`src/rtl/uart_pkg.sv`:
```
// -----------------------------------------------------------------------------
// uart_pkg
// Shared definitions for the UART receive path.
//   rx_state_t         : receiver frame states
//   PAR_NONE/ODD/EVEN  : parity mode encodings used by the PARITY parameter
//   majority3()        : 2-of-3 vote used when UART_RX_MAJORITY_EN is defined
// -----------------------------------------------------------------------------
package uart_pkg;

    typedef enum logic [2:0] {
        IDLE,
        START,
        DATA,
        PARITY,
        STOP,
        WAIT_HIGH
    } rx_state_t;

    localparam int PAR_NONE = 0;
    localparam int PAR_ODD  = 1;
    localparam int PAR_EVEN = 2;

    // Returns the value held by at least two of the three inputs.
    function automatic logic majority3(input logic a, input logic b, input logic c);
        return (a & b) | (a & c) | (b & c);
    endfunction

endpackage

```
`src/rtl/sync_ff.sv`:
```
// -----------------------------------------------------------------------------
// sync_ff
// Multi-flop synchroniser for a single asynchronous bit. Every stage resets to
// 1 so an idle-high serial line does not look like a start bit out of reset.
// Ports:
//   i_clk    : destination clock
//   i_rst_n  : asynchronous active-low reset
//   i_async  : asynchronous input bit
//   o_sync   : synchronised output (STAGES cycles of delay)
// Parameters:
//   STAGES   : number of flops in the chain, >= 2
// -----------------------------------------------------------------------------
module sync_ff #(
    parameter int STAGES = 2
) (
    input  logic i_clk,
    input  logic i_rst_n,
    input  logic i_async,
    output logic o_sync
);

    logic [STAGES-1:0] r_chain;

    always_ff @(posedge i_clk or negedge i_rst_n) begin
        if (!i_rst_n) begin
            r_chain <= '1;
        end else begin
            r_chain <= {r_chain[STAGES-2:0], i_async};
        end
    end

    assign o_sync = r_chain[STAGES-1];

endmodule

```
`src/rtl/uart_rx_param.sv`:
```
// -----------------------------------------------------------------------------
// uart_rx_param
// Parametrised UART receiver with input synchroniser, false-start rejection,
// framing/parity/overrun reporting and a valid/ready output handshake.
// Ports:
//   clk         : oversample clock, one tick per cycle
//   rst_n       : asynchronous active-low reset
//   din         : serial line, idle high, asynchronous to clk
//   data_ready  : consumer accepts the presented frame this cycle
//   data_valid  : data and flags valid, held until accepted
//   data        : received payload, LSB first on the wire
//   frame_err   : a stop bit was sampled low (qualified by data_valid)
//   parity_err  : parity mismatch (qualified by data_valid)
//   overrun     : sticky, a frame was dropped while output was still held
//   busy        : receiver is not idle
// Parameters:
//   OVERSAMPLE (even, >=8), DATA_BITS (5..9), PARITY (0 none, 1 odd, 2 even),
//   STOP_BITS (1 or 2), SYNC_STAGES (>=2)
// Build option:
//   UART_RX_MAJORITY_EN : each sample becomes a 2-of-3 vote over
//   centre-1/centre/centre+1 and every decision moves one cycle later.
// -----------------------------------------------------------------------------
module uart_rx_param #(
    parameter int OVERSAMPLE  = 16,
    parameter int DATA_BITS   = 8,
    parameter int PARITY      = 0,
    parameter int STOP_BITS   = 1,
    parameter int SYNC_STAGES = 2
) (
    input  logic                 clk,
    input  logic                 rst_n,
    input  logic                 din,
    input  logic                 data_ready,
    output logic                 data_valid,
    output logic [DATA_BITS-1:0] data,
    output logic                 frame_err,
    output logic                 parity_err,
    output logic                 overrun,
    output logic                 busy
);

    import uart_pkg::*;

    localparam int TW = $clog2(OVERSAMPLE);

`ifdef UART_RX_MAJORITY_EN
    localparam int SAMPLE_DELAY = 1;
`else
    localparam int SAMPLE_DELAY = 0;
`endif

    // The cycle that first sees rxd low counts as tick 0 of the start bit,
    // so START is entered with the counter already at 1.
    localparam logic [TW-1:0] START_TICK = TW'(OVERSAMPLE / 2 - 1 + SAMPLE_DELAY);
    localparam logic [TW-1:0] BIT_TICK   = TW'(OVERSAMPLE - 1);
    localparam logic [3:0]    DATA_LAST  = 4'(DATA_BITS - 1);
    localparam logic [3:0]    STOP_LAST  = 4'(STOP_BITS - 1);

    logic w_rxd;
    logic w_sample;
    logic w_parXor;
    logic w_parMismatch;
    logic w_ferrNext;

    uart_pkg::rx_state_t  r_state;
    logic [TW-1:0]        r_tick;
    logic [3:0]           r_bit;
    logic [DATA_BITS-1:0] r_shreg;
    logic                 r_ferr;
    logic                 r_perr;
    logic                 r_pend;
    logic                 r_valid;
    logic [DATA_BITS-1:0] r_data;
    logic                 r_frameErr;
    logic                 r_parityErr;
    logic                 r_overrun;

    sync_ff #(
        .STAGES (SYNC_STAGES)
    ) u_sync (
        .i_clk   (clk),
        .i_rst_n (rst_n),
        .i_async (din),
        .o_sync  (w_rxd)
    );

`ifdef UART_RX_MAJORITY_EN
    // Two previous rxd values; together with the current rxd they span
    // centre-1, centre and centre+1 when the decision is taken at centre+1.
    logic [1:0] r_hist;

    always_ff @(posedge clk or negedge rst_n) begin
        if (!rst_n) begin
            r_hist <= 2'b11;
        end else begin
            r_hist <= {r_hist[0], w_rxd};
        end
    end

    assign w_sample = majority3(r_hist[1], r_hist[0], w_rxd);
`else
    assign w_sample = w_rxd;
`endif

    // Parity check covers the full payload plus the received parity bit.
    assign w_parXor      = ^{r_shreg, w_sample};
    assign w_parMismatch = (PARITY == PAR_ODD) ? ~w_parXor : w_parXor;
    assign w_ferrNext    = r_ferr | ~w_sample;

    // Frame FSM plus output register. A completed frame raises r_pend on the
    // final stop sample; the following edge either hands it to the consumer
    // or, if the previous frame is still being held, drops it and flags overrun.
    always_ff @(posedge clk or negedge rst_n) begin
        if (!rst_n) begin
            r_state     <= IDLE;
            r_tick      <= '0;
            r_bit       <= '0;
            r_shreg     <= '0;
            r_ferr      <= 1'b0;
            r_perr      <= 1'b0;
            r_pend      <= 1'b0;
            r_valid     <= 1'b0;
            r_data      <= '0;
            r_frameErr  <= 1'b0;
            r_parityErr <= 1'b0;
            r_overrun   <= 1'b0;
        end else begin
            r_pend <= 1'b0;

            if (r_pend) begin
                if (!r_valid || data_ready) begin
                    r_valid     <= 1'b1;
                    r_data      <= r_shreg;
                    r_frameErr  <= r_ferr;
                    r_parityErr <= r_perr;
                end else begin
                    r_overrun <= 1'b1;
                end
            end else if (r_valid && data_ready) begin
                r_valid <= 1'b0;
            end

            case (r_state)
                IDLE: begin
                    if (!w_rxd) begin
                        r_state <= START;
                        r_tick  <= TW'(1);
                    end
                end

                START: begin
                    if (r_tick == START_TICK) begin
                        r_tick <= '0;
                        if (w_sample) begin
                            r_state <= IDLE;
                        end else begin
                            r_state <= DATA;
                            r_bit   <= '0;
                            r_ferr  <= 1'b0;
                            r_perr  <= 1'b0;
                        end
                    end else begin
                        r_tick <= r_tick + 1'b1;
                    end
                end

                DATA: begin
                    if (r_tick == BIT_TICK) begin
                        r_tick  <= '0;
                        r_shreg <= {w_sample, r_shreg[DATA_BITS-1:1]};
                        if (r_bit == DATA_LAST) begin
                            r_bit   <= '0;
                            r_state <= (PARITY != PAR_NONE) ? uart_pkg::PARITY : STOP;
                        end else begin
                            r_bit <= r_bit + 1'b1;
                        end
                    end else begin
                        r_tick <= r_tick + 1'b1;
                    end
                end

                uart_pkg::PARITY: begin
                    if (r_tick == BIT_TICK) begin
                        r_tick  <= '0;
                        r_perr  <= w_parMismatch;
                        r_state <= STOP;
                    end else begin
                        r_tick <= r_tick + 1'b1;
                    end
                end

                // Leaving at the centre of the last stop bit lets a start bit
                // that follows immediately be caught on time.
                STOP: begin
                    if (r_tick == BIT_TICK) begin
                        r_tick <= '0;
                        r_ferr <= w_ferrNext;
                        if (r_bit == STOP_LAST) begin
                            r_bit   <= '0;
                            r_pend  <= 1'b1;
                            r_state <= w_ferrNext ? WAIT_HIGH : IDLE;
                        end else begin
                            r_bit <= r_bit + 1'b1;
                        end
                    end else begin
                        r_tick <= r_tick + 1'b1;
                    end
                end

                // A held-low line (break) must return high before a new start.
                WAIT_HIGH: begin
                    if (w_rxd) begin
                        r_state <= IDLE;
                    end
                end

                default: begin
                    r_state <= IDLE;
                end
            endcase
        end
    end

    assign data_valid = r_valid;
    assign data       = r_data;
    assign frame_err  = r_frameErr;
    assign parity_err = r_parityErr;
    assign overrun    = r_overrun;
    assign busy       = (r_state != IDLE);

endmodule
```
`config.mk`:
```
export PLATFORM = sky130hd
export DESIGN_NAME = uart_rx_param
export DESIGN_NICKNAME = d
export VERILOG_FILES = /design/src/rtl/uart_pkg.sv /design/src/rtl/sync_ff.sv /design/src/rtl/uart_rx_param.sv
export SDC_FILE = /design/constraint.sdc
export NUM_CORES = 1
export LEC_CHECK = 0
export ABC_AREA = 1
export CAP_MARGIN = 5
export CORE_UTILIZATION = 50
export DETAILED_ROUTE_END_ITERATION = 10
export PLACE_DENSITY = 0.71
export SYNTH_ARGS = -nofsm -noshare
export SYNTH_HDL_FRONTEND = slang
export SYNTH_HIERARCHICAL = 1
export SYNTH_SLANG_ARGS = --single-unit
```
`constraint.sdc`:
```
create_clock -name clk -period 3.27 [get_ports clk]
set_input_delay 0.327 -clock clk [delete_from_list [all_inputs] [get_ports clk]]
set_output_delay 0.327 -clock clk [all_outputs]
set_load 0.02 [all_outputs]
```
# After elaboration in Yosys (flattened, before gate mapping)

Cells that the tools add are included.

Register bits after elaboration: 36
Input bits: 4
Output and inout port bits: 13
Logic and storage cells: 92

Add/sub/neg operators: 2
Equality and inequality tests: 18
Mux-type cells: 34
Bitwise gates (word level): 3
Reduce and logical (&&, ||, !) cells: 22

Operators by type and width:

| operator                                                               | number |
|---|---|
| 4-bit two-way mux                                                      | 9 |
| 3-bit two-way mux                                                      | 9 |
| 4-bit one-hot mux with 3 select lines                                  | 2 |
| 3-bit one-hot mux with 6 select lines                                  | 1 |
| 2-bit != test (second input constant)                                  | 8 |
| 1-bit two-way mux                                                      | 10 |
| 2-bit AND reduction                                                    | 5 |
| 3-bit nonzero test                                                     | 3 |
| 9-bit parity                                                           | 1 |
| 4-bit by 1-bit adder with 4-bit output (second input constant)         | 2 |
| 4-bit by 3-bit equality test with 1-bit output (second input constant) | 2 |
| 4-bit AND reduction                                                    | 2 |
| 8-bit AND reduction                                                    | 1 |
| 3-bit by 2-bit equality test with 1-bit output (second input constant) | 2 |
| 3-bit equality test (second input constant)                            | 2 |
| 2-bit nonzero test                                                     | 3 |
| 5-bit AND reduction                                                    | 1 |
| 4-bit equality test (second input constant)                            | 1 |
| 4-bit zero test                                                        | 1 |
| 2-bit by 1-bit != test with 1-bit output (second input constant)       | 2 |
| 1-bit one-hot mux with 2 select lines                                  | 2 |
| 3-bit by 1-bit equality test with 1-bit output (second input constant) | 1 |
| 3-bit zero test                                                        | 1 |
| 3-bit OR reduction                                                     | 1 |
| 6 further kinds                                                        | 7 |

# Longest topological paths before layout

Depth in word-level cells: 6
Depth in mapped cells: 10
Gate-level depth less buffers: 10

# Hierarchy

The synthesis kept the hierarchy.

By module, submodules not included:

| module        | times used | cells each | area each (µm²) | seq. area each (µm²) |
|---|---|---|---|---|
| uart_rx_param | 1          | 221        | 1825.5          | 850.8 |
| sync_ff       | 1          | 2          | 52.6            | 52.6 |

# Least setup slack after synthesis

No wires, ideal clock.

Path type: register -> register
Start point: register r_tick[0]
End point: register r_state[2]
Library setup time: 117 ps
Arrival: 1274 ps
Data required time: 3153 ps
Slack: 1880 ps
Stages on the path, launching flop included: 11
Buffers on the path: 0
Period minus slack after synthesis: 1390 ps
Cell sequence: dfrtp_1 -> ha_1 -> nand2_2 -> nor2_4 -> inv_1 -> nand2_4 -> nand2_4 -> a21oi_4 -> nand2_2 -> nand2_1 -> nand2_1

Longest elaborated chain between the ends: 3
Elaborated cells between the ends (all ways): 7
Classes of those cells: eq/ne: 6; reduce/logical: 1

Ends and longest elaborated chain:

| element                                                                                      | line                 | source |
|---|---|---|
| start, declared                                                                              | uart_rx_param.sv:66  | `logic [TW-1:0] r_tick;` |
| start signal, assigned                                                                       | uart_rx_param.sv:163 | `r_tick <= r_tick + 1'b1;` |
| start signal, assigned                                                                       | uart_rx_param.sv:178 | `r_tick <= r_tick + 1'b1;` |
| start signal, assigned                                                                       | uart_rx_param.sv:188 | `r_tick <= r_tick + 1'b1;` |
| 4-bit equality test / 4-bit by 3-bit equality test with 1-bit output (equally long branches) | --                   |  |
| 2-bit != test (no source line)                                                               | --                   |  |
| 8-bit AND reduction (no source line) *                                                       | --                   |  |
| end signal, assigned                                                                         | uart_rx_param.sv:173 | `r_state <= (PARITY != PAR_NONE) ? uart_pkg::PARITY : STOP;` |
| end signal, assigned                                                                         | uart_rx_param.sv:201 | `r_state <= w_ferrNext ? WAIT_HIGH : IDLE;` |
| end, declared                                                                                | uart_rx_param.sv:65  | `uart_pkg::rx_state_t r_state;` |

Every way passes the cells marked *; elsewhere a longest branch is shown, timed or not.
A chain may end at the register's enable or synchronous reset.

# Worst setup path after layout

Start point: register r_state[0]
End point: output port busy

Longest elaborated chain between the ends: 1

Ends and longest elaborated chain:

| element            | line                 | source |
|---|---|---|
| 3-bit nonzero test | uart_rx_param.sv:229 | `assign busy = (r_state != IDLE);` |
| end, declared      | uart_rx_param.sv:39  | `output logic busy` |

No other way between the ends.

==> key figures <==
Floorplanning
  • Core footprint: 3468 sq um
  • Chip height: 63.29 um
  • Die W: 63.29 um
  • I/O pin cnt: 17
  • Number of cell rows: 21
  • Initial Util: 54.15%
  • Die area: 4005 sq um

Placed design
  • Number of buffers added on ports: 16
  • Placed inst area: 2082 sq um
  • Placer Congestion: 0.8465
  • Detail Placement HPWL: 2.481 mm
  • Placed Cells: 283

Synthesis
  • Adder-Cell Fraction of Synth Area: 1.999%
  • Seq/Total Area, Yosys: 48.10%
  • Synthesized instance count: 223
  • FFs w/ async S/R, synth: 100.0%
  • EDFF count, synth: 0
  • Unique masters post-synth: 32
  • Ys flop type: dfrtp_1
  • Synth Area in XOR/XNOR: 1.865%
  • Synthesized-area fraction occupied by and/or/nand/nor cells: 29.51%
  • Top post-synthesis cells by area: dfrtp_1, nand2_1, o21ai_0
  • Area leader, netlist: dfrtp_1
  • Synth Area in Compound Gates: 10.33%
  • Synth top area share: 45.30%
  • Syn_area_per_cell: 8.422 sq um
  • Mux cell area share after synthesis: 1.199%
  • Largest family of logic cells by synthesized area: simple AND/OR/NAND/NOR gates
  • Synthesis Warnings: 6
  • Post-Syn Area: 1878 sq um
  • Mapped Nets: 230
  • Yosys reg bits: 36

CTS
  • Root buf cell: clkbuf_8
  • Clock-pin slew on the worst setup and hold paths: 0.07 ns
  • CTS buffer count: 5
  • Clk Latency, worst-skew pair: 0.28 ns
  • Htree depth: 2
  • Max clock buf depth: 2
  • CTS tree: built
  • Sink Count: 36
  • Cts hold-fix bufs: 0
  • Setup Fix Bufs, Post-CTS: 0
  • Post_cts resized: 0

Timing
  • Max Slew Vio Count: 0
  • Clock Skew: 0.004864 ns
  • Final worst-path cycle share: 61.42%
  • RSZ-0062 raised after global routing: false
  • Worst slew margin: 49.83%
  • Endpoints failing hold: 0
  • Post-layout min period: 2.009 ns
  • Actual slew at the worst max-slew pin: 0.7525 ns
  • Fmax: 497.9 MHz
  • Total Neg Setup Slack: 0 ns
  • Final setup fails: 0

Routing
  • Post-route DRC: 0
  • Via/cell ratio: 4.945
  • Pre-antenna DRT Iters: 4
  • Routed len/inst: 10.94 um
  • WL final: 3.183 mm
  • Post-route ant nets: 0
  • DRT iter0 DRCs: 112
  • DR vias: 1439

Worst setup path
  • CP max FO: 5
  • Count of cell instances traversed by the critical path: 5
  • CP bufs+invs: 3
  • CP arrival: 1.68 ns
  • CP peak stage delay: 0.53 ns
  • Worst R2R Path Depth: 9
  • Cell chain of the critical path: inv_2 > nand2_1 > nor2_1 > inv_2 > clkdlybuf4s50_1
  • CP Capture Type: primary output
  • Worst Setup SP: r_state[0]
  • Worst Path Required: 2.94 ns
  • Top delay family on crit path: buffers and inverters
  • Crit path to: busy
  • R2r setup slk: 1.70 ns
  • R2r startpoint: r_tick[0]
  • CP Class: reg -> out
  • RR Endpoint: r_bit[2]
  • CP Launch Type: flop
  • Top cell by count, worst path: inv_2
  • CP max stage cell: clkdlybuf4s50_1

Final layout
  • Cell area after layout: 2176 sq um
  • Finished Layout Cells: 291
  • Synthesis-to-layout area growth: 15.86%
  • Most common cell after layout, fill and taps aside: nand2_1
  • Antenna fix cells: 0
  • Most frequent cells in the layout: nand2_1, dfrtp_1, inv_1, o21ai_0, clkdlybuf4s50_1
  • Final #Nets: 251
  • Layout cells sized above 1: 16.33%

Pwr
  • Worst VDD drop: 0.4130 mV
  • Leak: 1.048 nW
  • Int Pwr: 0.0008743 W
  • Gate power share: 41.0%
  • Switching Share: 40.32%
  • Reg power frac: 37.5%
  • Clk network pwr share: 21.5%
  • PD cells: 673.3 nW/um^2
  • Switching power total: 0.0005906 W

Run status
  • Status: completed

GRT
  • First-pass GRT wire length: 6.161 mm
  • Total GRT Usage: 19.48%
  • Initial antenna violation count: 0
  • Largest net degree at the start of global routing: 37
  • Grt ovf: 0
  • Vias in the first global route: 1475

Job
  • Max-Cap Viols: 0

Min path
  • HP Class: in -> async
cell type report:
class	instances	area [sq um]
fill	326	1292
clock inverter	1	7.507
clock buffer	7	86.33
tap	46	57.56
sequential	36	903.4
multi-input combinational	153	843.3
inverter	32	122.6
timing repair buffer	16	155.1
Yosys cell counts (all sizes together), types with 2 or more instances:
cell and number:
a21oi 3, dfrtp 34, dfstp 2, ha 3, inv 32, mux2 2, nand2 71, nand3 16
nand4 4, nor2 16, nor3 2, o21ai 27, xnor2 2, xor2 2
flip-flops by register name (all words and copies together) (netlist names):
name            cells
r_bit               4
r_shreg             8
overrun             1
data                8
r_tick              4
frame_err           1
data_valid          1
r_perr              1
parity_err          1
r_pend              1
u_sync/r_chain      2
r_ferr              1
r_state             3
metal layers:
metal  wire (um)  part of all wire (%)  vias up  global-route usage, %
met5           0                     0        -                      0
met4          25                  0.79        0                  5.966
met3         120                   3.8        4                  3.804
met2        1460                    46       25                  31.72
met1        1577                    50      659                  26.21
li1            -                     -      751                      -
stage by stage:
stage          hold slack (ns)  total power [W]  setup WS (ns)  util (%)
2_1_floorplan          0.03141         0.001034          1.880         -
3_3_place_gp            0.3479         0.001157          1.539     60.03
3_5_place_dp            0.3500         0.001162          1.497     60.03
4_1_cts                 0.1464         0.001483          1.253     62.73
5_1_grt                 0.1875         0.001593          1.168     62.73
6_report                0.1132         0.001465          1.261     62.73
logic make-up (layout without fill, tap and decap cells):
| family | Yosys count | in the layout |
|---|---|---|
| simple gates | 110 | 110 |
| buf+inv | 34 | 56 |
| compound gates | 34 | 34 |
| flops | 36 | 36 |
| mux | 2 | 2 |
| xor+xnor | 4 | 4 |
| fa+ha+maj | 3 | 3 |
worst min path at each step:
stage / to / slack, ns / depth (start not counted)
after CTS: r_shreg[3] / 0.15 / 1
after global routing: r_shreg[3] / 0.19 / 1
after detailed placement: u_sync/r_chain[1] / 0.35 / 0
after global placement: u_sync/r_chain[1] / 0.35 / 0
after floorplan: data[0] / 0.03 / 0
final: r_shreg[2] / 0.11 / 1
power by group through the flow:
stage          clock, W  combinational, W  sequential [W]
2_1_floorplan         0          0.000487        0.000547
3_3_place_gp          0          0.000602        0.000555
3_5_place_dp          0          0.000605        0.000557
4_1_cts        0.000327          0.000606        0.000549
5_1_grt        0.000350          0.000686        0.000557
6_report       0.000315          0.000600        0.000550
No activity file was read; power rests on OpenSTA's default activity.
